[config.mk]
export PLATFORM = sky130hd
export DESIGN_NAME = icache_refill_unit_flat
export DESIGN_NICKNAME = d
export VERILOG_FILES = /design/src/rtl/icache_refill_unit_pkg.sv /design/src/rtl/icache_refill_unit_if.sv /design/src/rtl/icache_refill_unit_counter.sv /design/src/rtl/icache_refill_unit.sv /design/src/flat_wrapper.sv
export SDC_FILE = /design/constraint.sdc
export NUM_CORES = 1
export LEC_CHECK = 0
export BUFFER_PORTS_ARGS = -buffer_cell sky130_fd_sc_hd__buf_2
export CORE_UTILIZATION = 46
export CTS_CLUSTER_DIAMETER = 120
export CTS_CLUSTER_SIZE = 25
export DETAILED_ROUTE_END_ITERATION = 10
export GPL_TIMING_DRIVEN = 0
export PLACE_DENSITY = 0.84
export SLEW_MARGIN = 20
export SYNTH_ARGS = -nofsm -noshare
export SYNTH_HDL_FRONTEND = slang
export SYNTH_SLANG_ARGS = --single-unit
[constraint.sdc]
create_clock -name CLK -period 2.6 [get_ports CLK]
set_clock_uncertainty 0.2 [all_clocks]
set_input_delay 0.13 -clock CLK [delete_from_list [all_inputs] [get_ports CLK]]
set_output_delay 0.13 -clock CLK [all_outputs]
set_load 0.02 [all_outputs]
[src/rtl/icache_refill_unit_pkg.sv]
// Shared constants for the I-cache refill engine: FSM encoding, line geometry and address helpers.
// Pure declarations, no logic or latency of its own.
package icache_refill_unit_pkg;

    localparam logic [1:0] ST_IDLE  = 2'd0;
    localparam logic [1:0] ST_FETCH = 2'd1;
    localparam logic [1:0] ST_DONE  = 2'd2;

    localparam int LINE_WORDS_DEF = 4;
    localparam int OFF_W          = $clog2(LINE_WORDS_DEF);
    localparam int LINE_BYTES     = 4 * LINE_WORDS_DEF;

    // Line base of a byte address for a line of line_bytes bytes (power of 2).
    function automatic logic [31:0] line_base(input logic [31:0] addr, input int line_bytes);
        return addr & ~(32'(line_bytes) - 32'd1);
    endfunction

endpackage

[src/rtl/icache_refill_unit_if.sv]
// Cache/memory-side bundle of the refill engine; master = cache+memory side, slave = refill unit.
// Memory handshake is Mem_Req held until Mem_Valid; fill/crit/done outputs are single-cycle pulses.
interface icache_refill_unit_if #(
    parameter int LINE_WORDS = 4,
    parameter int CNT_W      = 20
);
    localparam int IW = $clog2(LINE_WORDS);

    logic             Miss_Req;
    logic [31:0]      Miss_Addr;
    logic             Abort;
    logic             Mem_Req;
    logic [31:0]      Mem_Addr;
    logic             Mem_Valid;
    logic [31:0]      Mem_Data;
    logic             Fill_Valid;
    logic [IW-1:0]    Fill_Word_Idx;
    logic [31:0]      Fill_Data;
    logic [31:0]      Fill_Tag_Addr;
    logic             Fill_Done;
    logic             Crit_Valid;
    logic [31:0]      Crit_Data;
    logic             Busy;
    logic [CNT_W-1:0] Refill_Count;

    modport master (
        output Miss_Req, Miss_Addr, Abort, Mem_Valid, Mem_Data,
        input  Mem_Req, Mem_Addr, Fill_Valid, Fill_Word_Idx, Fill_Data, Fill_Tag_Addr,
               Fill_Done, Crit_Valid, Crit_Data, Busy, Refill_Count
    );

    modport slave (
        input  Miss_Req, Miss_Addr, Abort, Mem_Valid, Mem_Data,
        output Mem_Req, Mem_Addr, Fill_Valid, Fill_Word_Idx, Fill_Data, Fill_Tag_Addr,
               Fill_Done, Crit_Valid, Crit_Data, Busy, Refill_Count
    );

endinterface

[src/rtl/icache_refill_unit_counter.sv]
// refill_counter: W-bit saturating event counter with enable and synchronous active-low clear.
// Count visible one cycle after the enabled edge; holds at all-ones, no backpressure.
module refill_counter #(
    parameter int W = 20
) (
    input  logic         clk,
    input  logic         clear_n,
    input  logic         en,
    output logic [W-1:0] count
);

    always_ff @(posedge clk) begin
        if (!clear_n) begin
            count <= '0;
        end else if (en && (count != '1)) begin
            count <= count + W'(1);
        end
    end

endmodule

[src/rtl/icache_refill_unit.sv]
// Critical-word-first line refill: one word per Mem_Valid, wrapping in the line, pulses fill/crit/done.
// Fill pulse one cycle after each ack, Fill_Done one cycle after the last; Mem_Req holds until each ack.
module icache_refill_unit
    import icache_refill_unit_pkg::*;
#(
    parameter int LINE_WORDS = LINE_WORDS_DEF,
    parameter int CNT_W      = 20
) (
    input  logic                   CLK,
    input  logic                   RESET,
    icache_refill_unit_if.slave    bus
);

    localparam int IW = $clog2(LINE_WORDS);
    localparam logic [IW-1:0] LAST = IW'(LINE_WORDS - 1);

    logic [1:0]    state_q;
    logic [31:0]   base_q;
    logic [IW-1:0] idx_q;
    logic [IW-1:0] cnt_q;
    logic          abort_q;
    logic          fill_valid_q;
    logic [IW-1:0] fill_idx_q;
    logic [31:0]   fill_data_q;
    logic          fill_done_q;
    logic          crit_valid_q;
    logic [31:0]   crit_data_q;
    logic          unused_addr_bits;

    assign unused_addr_bits = ^bus.Miss_Addr[1:0];

    always_ff @(posedge CLK) begin
        if (!RESET) begin
            state_q      <= ST_IDLE;
            base_q       <= '0;
            idx_q        <= '0;
            cnt_q        <= '0;
            abort_q      <= 1'b0;
            fill_valid_q <= 1'b0;
            fill_idx_q   <= '0;
            fill_data_q  <= '0;
            fill_done_q  <= 1'b0;
            crit_valid_q <= 1'b0;
            crit_data_q  <= '0;
        end else begin
            fill_valid_q <= 1'b0;
            fill_done_q  <= 1'b0;
            crit_valid_q <= 1'b0;
            case (state_q)
                ST_IDLE: begin
                    if (bus.Miss_Req) begin
                        base_q  <= line_base(bus.Miss_Addr, 4 * LINE_WORDS);
                        idx_q   <= bus.Miss_Addr[IW+1:2];
                        cnt_q   <= '0;
                        abort_q <= 1'b0;
                        state_q <= ST_FETCH;
                    end
                end
                ST_FETCH: begin
                    if (bus.Abort) abort_q <= 1'b1;
                    if (bus.Mem_Valid) begin
                        fill_valid_q <= 1'b1;
                        fill_idx_q   <= idx_q;
                        fill_data_q  <= bus.Mem_Data;
                        idx_q        <= idx_q + IW'(1);
                        cnt_q        <= cnt_q + IW'(1);
                        // IF only resumes early if no flush has hit this refill yet
                        if ((cnt_q == '0) && !abort_q && !bus.Abort) begin
                            crit_valid_q <= 1'b1;
                            crit_data_q  <= bus.Mem_Data;
                        end
                        if (cnt_q == LAST) begin
                            fill_done_q <= 1'b1;
                            state_q     <= ST_DONE;
                        end
                    end
                end
                ST_DONE: state_q <= ST_IDLE;
                default: state_q <= ST_IDLE;
            endcase
        end
    end

    assign bus.Busy          = (state_q != ST_IDLE);
    assign bus.Mem_Req       = (state_q == ST_FETCH);
    assign bus.Mem_Addr      = (state_q == ST_FETCH) ?
                               (base_q + {{(30-IW){1'b0}}, idx_q, 2'b00}) : 32'd0;
    assign bus.Fill_Valid    = fill_valid_q;
    assign bus.Fill_Word_Idx = fill_idx_q;
    assign bus.Fill_Data     = fill_data_q;
    assign bus.Fill_Tag_Addr = base_q;
    assign bus.Fill_Done     = fill_done_q;
    assign bus.Crit_Valid    = crit_valid_q;
    assign bus.Crit_Data     = crit_data_q;

    refill_counter #(.W(CNT_W)) u_refill_counter (
        .clk     (CLK),
        .clear_n (RESET),
        .en      (state_q == ST_DONE),
        .count   (bus.Refill_Count)
    );

endmodule

[src/flat_wrapper.sv]
// flat-port wrapper written by rule: the top's interface ports become plain ports
module icache_refill_unit_flat import icache_refill_unit_pkg::*;
#(
    parameter int LINE_WORDS = LINE_WORDS_DEF,
    parameter int CNT_W      = 20
)
  (CLK, RESET, bus_Miss_Req, bus_Miss_Addr, bus_Abort, bus_Mem_Valid, bus_Mem_Data, bus_Mem_Req, bus_Mem_Addr, bus_Fill_Valid, bus_Fill_Word_Idx, bus_Fill_Data, bus_Fill_Tag_Addr, bus_Fill_Done, bus_Crit_Valid, bus_Crit_Data, bus_Busy, bus_Refill_Count);
  icache_refill_unit_if #(.LINE_WORDS(LINE_WORDS), .CNT_W(CNT_W)) bus_i ();
  input  logic CLK;
  input  logic RESET;
  input wire logic [$bits(bus_i.Miss_Req)-1:0] bus_Miss_Req;
  input wire logic [$bits(bus_i.Miss_Addr)-1:0] bus_Miss_Addr;
  input wire logic [$bits(bus_i.Abort)-1:0] bus_Abort;
  input wire logic [$bits(bus_i.Mem_Valid)-1:0] bus_Mem_Valid;
  input wire logic [$bits(bus_i.Mem_Data)-1:0] bus_Mem_Data;
  output wire logic [$bits(bus_i.Mem_Req)-1:0] bus_Mem_Req;
  output wire logic [$bits(bus_i.Mem_Addr)-1:0] bus_Mem_Addr;
  output wire logic [$bits(bus_i.Fill_Valid)-1:0] bus_Fill_Valid;
  output wire logic [$bits(bus_i.Fill_Word_Idx)-1:0] bus_Fill_Word_Idx;
  output wire logic [$bits(bus_i.Fill_Data)-1:0] bus_Fill_Data;
  output wire logic [$bits(bus_i.Fill_Tag_Addr)-1:0] bus_Fill_Tag_Addr;
  output wire logic [$bits(bus_i.Fill_Done)-1:0] bus_Fill_Done;
  output wire logic [$bits(bus_i.Crit_Valid)-1:0] bus_Crit_Valid;
  output wire logic [$bits(bus_i.Crit_Data)-1:0] bus_Crit_Data;
  output wire logic [$bits(bus_i.Busy)-1:0] bus_Busy;
  output wire logic [$bits(bus_i.Refill_Count)-1:0] bus_Refill_Count;
  assign bus_i.Miss_Req = bus_Miss_Req;
  assign bus_i.Miss_Addr = bus_Miss_Addr;
  assign bus_i.Abort = bus_Abort;
  assign bus_i.Mem_Valid = bus_Mem_Valid;
  assign bus_i.Mem_Data = bus_Mem_Data;
  assign bus_Mem_Req = bus_i.Mem_Req;
  assign bus_Mem_Addr = bus_i.Mem_Addr;
  assign bus_Fill_Valid = bus_i.Fill_Valid;
  assign bus_Fill_Word_Idx = bus_i.Fill_Word_Idx;
  assign bus_Fill_Data = bus_i.Fill_Data;
  assign bus_Fill_Tag_Addr = bus_i.Fill_Tag_Addr;
  assign bus_Fill_Done = bus_i.Fill_Done;
  assign bus_Crit_Valid = bus_i.Crit_Valid;
  assign bus_Crit_Data = bus_i.Crit_Data;
  assign bus_Busy = bus_i.Busy;
  assign bus_Refill_Count = bus_i.Refill_Count;
  icache_refill_unit #(.LINE_WORDS(LINE_WORDS), .CNT_W(CNT_W)) u_core (.CLK(CLK), .RESET(RESET), .bus(bus_i));
endmodule
# After elaboration in Yosys (flattened, before gate mapping)
# Cells that the tools add are included.
# word_totals
reg_bits,124
inputBits,69
out_inout_bits,155
word_cells,58
# op_classes
n_addsub,4
n_eq_ne,8
mux,17
n_reduce_logical,17
# ops
op,n
$add A32 B4 Y32,1
$mux W32,1
$add A20 B1 Y20 const B,1
$ne A20 B20 Y1 const B,1
$reduce_and A3 Y1,5
$mux W2,7
$pmux W2 S2,3
$ne A2 B2 Y1 const B,3
$reduce_and A2 Y1,3
$mux W1,5
$add A2 B1 Y2 const B,2
$eq A2 B2 Y1 const B,2
$logic_not A2 Y1,2
$reduce_bool A2 Y1,2
$logic_and A1 B1 Y1,3
$eq A2 B1 Y1 const B,1
$logic_not A1 Y1,2
$ne A2 B1 Y1 const B,1
$pmux W1 S2,1

# Depth between registers and ports, before layout
# depth
word_depth,4
ltp_mapped,7
ltp_nobuf,6

# Cells and area by module
# Synthesis repeated with hierarchy kept, for this count alone.
# unflattened
hier_cells,629
hier_area_um2,5178.7
# by_module_without_submodules
module,instances,cells_each,area_each_um2,seq_area_each_um2
icache_refill_unit,1,499,4100.2,2082.0
refill_counter,1,130,1078.5,400.4

# Worst setup path before layout
# No wires, ideal clock.
# synth_path
path_type,register to register
start,register u_core.u_refill_counter.count[0]
end,register u_core.u_refill_counter.count[9]
setup_time_ns,0.119
arrival_ns,1.805
path_slack_ns,0.476
stages_incl_launch_ff,8
n_path_buf,1
cell_sequence,dfxtp_1 -> ha_1 -> nand4_1 -> or2_2 -> o2111ai_2 -> buf_4 -> nor4_1 -> o21bai_1
# synth_between
elab_chain_len,2
word_cells_on_any_way,3
cone_classes,1 x add/sub; 1 x eq/ne; 1 x reduce/logical
# synth_rtl
item,line_no,text
"start, declared",icache_refill_unit_counter.sv:9,output logic [W-1:0] count
"start signal, assigned",icache_refill_unit_counter.sv:16,count <= count + W'(1);
"parallel branches: the longest is 2 deep, another holds $add A20 B1 Y20",--,
# Several ways; the timed one is not identified.
# A chain may end at the register's enable or synchronous reset.

# Worst setup path in the final report
# layout_path
start,input port RESET
end,"register u_core.base_q[31], in the netlist u_core.bus.Fill_Tag_Addr[31]"
# layout_lines
item,line_no,text
"start, declared",flat_wrapper.sv:10,input logic RESET;
"end signal, assigned",icache_refill_unit.sv:52,"base_q <= line_base(bus.Miss_Addr, 4 * LINE_WORDS);"
"end, declared",icache_refill_unit.sv:18,logic [31:0] base_q;
# No word-level cell between the ends.

==> flow_summary.ini <==
[drt]
detailroute.via_count = 5397
route.detailed.vias_per_inst = 5.00
routedWlPerCell_um = 14.6
ant_nets = 0
routed_wl_um = 15800
drtPass1Iterations = 5
detailedRoute.firstIterationViolations = 324
drc_errors = 0

[sta]
max_freq_mhz = 411
timing.setup.tns_ns = 0
final_hold_viol_count = 0
timing.max_slew.rel_slack = 0.573
grt_setup_unrepaired = no
finalSetupViolCount = 0
tightest_slew_ns = 0.641
period_needed_ns = 2.43
timing.final.crit_share = 0.935
fin_worst_hold_slack_ns = 0.0544
slew_violations = 0

[synth]
syn-cell-area_mm2 = 0.00482
post_synth_num_cell_types = 40
synth-seq-area-share = 0.515
cell_with_the_most_instances_after_synthesis = nand2_1
yosys-top-cells-area = dfxtp_1 (51%), nand2_1 (15%), a21oi_1 (11%)
post-synth-top-area-fraction = 0.515
yosysWarningCount = 0
synth-seq-cells = 124
postSynth.asyncResetShare = 0
post_synth.cell_area_avg_um2 = 7.87
synthFlopType = dfxtp_1
synth_top_cell_by_area = dfxtp_1
synthesis.instances = 613
synth_common_cells = nand2_1 (199), dfxtp_1 (124), a21oi_1 (104)
synth-edff-count = 0

[critical_path]
start_kind = input pin
reg2reg_to = u_core.bus.Fill_Tag_Addr[8]
crit_type = in2reg
r2r_start = u_core.state_q[1]
critical_path_fanout_max = 10
cp.required_ns = 2.79
cp-end-kind = flop
reg2reg_slack_ns = 0.31
worst-r2r-cell-count = 5
worstPathArrival_ns = 2.63

[pwr]
p_leak_uw = 0.00341
ir_drop_mv = 0.506
power-per-cell-area_mw_per_mm2 = 653

[clock_network]
cts_made_buffers = 17
clock_tree.htree_level_count = 4
cts.clk_slew.worst_paths_ns = 0.06
buffers_from_clock_root_to_sink_at_most = 2
worstSkewPairLatency_ns = 0.51
clk_root_buffer_cell = clkbuf_8
cts.sinks = 124
cts_tree = done

[placement]
place.port_buffers = 215
hpwl_um = 9860
globalplace.congestion = 0.833

[finish]
finalNetCount = 1002
area_overhead_vs_synth_pct = 54.3
multi_input_area_mm2 = 0.00214
drive_above_1_share = 0.276
filler_cell_count = 777
insertedDiodeCount = 0
seq_area_mm2 = 0.00248

[grt]
grt_antenna_before_repair = 0
grt_max_degree = 17
grt_util_all_layers = 0.292
first_global_vias = 5262
global_route_congestion_overflow_total = 0
grt_pass1_wl_um = 25300

[run]
cap_violations = 0

[min_path]
hold_path.startpoint = bus_Miss_Req
whs_endpoint = u_core.bus.Fill_Tag_Addr[30]
min-delay-path-class = in2reg
timing.hold.worst_path_depth = 5

[outcome]
run_status = complete, no violations

[floorplan]
die_area_mm2 = 0.0109
initial_utilization = 0.471
design.core.area_mm2 = 0.0102
rows = 37
chipHeight_um = 104
ioPinCount = 224
die-width_um = 104
-- how the worst max path moves through the flow --
stage                                         to  depth (start not counted)  slack (ns)                             start
2_1_floorplan   u_core.u_refill_counter.count[9]                          7        0.48  u_core.u_refill_counter.count[0]
6_report            u_core.bus.Fill_Tag_Addr[31]                          7        0.17                             RESET
3_3_place_gp    u_core.u_refill_counter.count[9]                          7        0.50  u_core.u_refill_counter.count[0]
5_1_grt                         bus_Mem_Addr[26]                          5      0.0005                 u_core.state_q[1]
3_5_place_dp   u_core.u_refill_counter.count[15]                          7        0.46  u_core.u_refill_counter.count[0]
4_1_cts             u_core.bus.Fill_Tag_Addr[29]                          7        0.22                             RESET
-- cells by family (layout without fill, tap and decap cells) --
kind of cell               count (synthesis)  count (layout)  share of synthesized area
DFF                                      124             124                      0.515
buffers and inverters                     51             376                     0.0451
and+or+nand+nor                          296             296                      0.272
xor gates and xnor gates                   6               6                     0.0109
AOI/OAI and AO/OA                        130             130                      0.144
other                                      1               6                   0.000777
muxes                                      2               2                    0.00415
adders and majority gates                  3               3                    0.00778
-- report_power, final --
group / internal [uW] / leakage, uW / total [uW] / switching [uW]
registers: 1970 / 0.00101 / 2010 / 43.0
clock network: 1390 / 0.000267 / 2270 / 882
logic: 235 / 0.00214 / 577 / 342
-- sequential cells by signal, indices dropped and copies added (netlist names) --
register and cells:
u_core.cnt_q 2, u_core.abort_q 1, u_core.state_q 2, u_core.u_refill_counter.count 20, u_core.bus.Crit_Data 32, u_core.bus.Crit_Valid 1
u_core.bus.Fill_Done 1, u_core.idx_q 2, u_core.bus.Fill_Word_Idx 2, u_core.bus.Fill_Data 32, u_core.bus.Fill_Valid 1, u_core.bus.Fill_Tag_Addr 28
-- worst max-delay path, cell delays in order --
cell and delay (ns):
dlygate4sd3_1 0.53, buf_2 0.15, clkinv_1 0.15, clkbuf_1 0.42, buf_1 0.55, a21oi_1 0.10
dlygate4sd3_1 0.58
-- metrics by stage --
| stage | total power [uW] | util | instance area (um2) | std cells | worst slack, ns |
|---|---|---|---|---|---|
| 6_report | 4860 | 0.728 | 7440 | 1079 | 0.168 |
| 5_1_grt | 5020 | 0.728 | 7440 | 1079 | 0.000549 |
| 2_1_floorplan | 2320 | - | 4840 | 618 | 0.476 |
| 4_1_cts | 4870 | 0.728 | 7440 | 1079 | 0.217 |
| 3_5_place_dp | 2510 | 0.595 | 6090 | 969 | 0.459 |
| 3_3_place_gp | 2500 | 0.595 | 6090 | 969 | 0.498 |
-- per-layer routing --
layer	vias to the layer above	GRT usage	share of wire
met5	-	0	0
met4	0	0.139	0.025
met3	36	0.0689	0.054
met2	207	0.502	0.50
met1	2504	0.340	0.42
li1	2650	-	-
-- placed cells by master (no fill, tap or decap), types with 3 or more instances in the layout --
| cell | Yosys | final |
|---|---|---|
| nor3_1 | 3 | 3 |
| conb_1 | 1 | 6 |
| buf_1 | 4 | 5 |
| o211ai_1 | 3 | 3 |
| o21ai_0 | 10 | 10 |
| dlygate4sd3_1 | 0 | 78 |
| or3_1 | 4 | 4 |
| clkinvlp_4 | 0 | 5 |
| and2_1 | 32 | 32 |
| dfxtp_1 | 124 | 124 |
| and3_1 | 6 | 6 |
| buf_4 | 7 | 7 |
| nand3_1 | 11 | 11 |
| nand4_1 | 4 | 4 |
| o21a_1 | 4 | 4 |
| nand2_1 | 199 | 199 |
| nor2_1 | 21 | 21 |
| ha_1 | 3 | 3 |
| xor2_1 | 4 | 4 |
| clkbuf_16 | 0 | 16 |
| buf_2 | 0 | 215 |
| inv_1 | 7 | 7 |
| a21oi_1 | 104 | 104 |
| clkbuf_1 | 32 | 32 |
| nand2b_1 | 3 | 3 |
-- cell type report --
| cell class | instances | share of cell area |
|---|---|---|
| Sequential cell | 124 | 0.334 |
| Clock buffer | 19 | 0.0580 |
| Inverter | 8 | 0.00403 |
| Tap cell | 136 | 0.0229 |
| Timing Repair Buffer | 293 | 0.249 |
| Buffer | 43 | 0.0252 |
| Multi-Input combinational cell | 443 | 0.288 |
| Clock inverter | 13 | 0.0192 |
-- repair_timing --
| action | 4_1_cts | 5_1_grt |
|---|---|---|
| setup buffers | 0 | 0 |
| resized for setup | 0 | 1 |
| endpoints found under the hold margin | 104 | 0 |
| setup endpoints to repair | 0 | 1 |
| hold buffers | 78 | 0 |
Note: power is estimated with default switching activity, not from simulation.
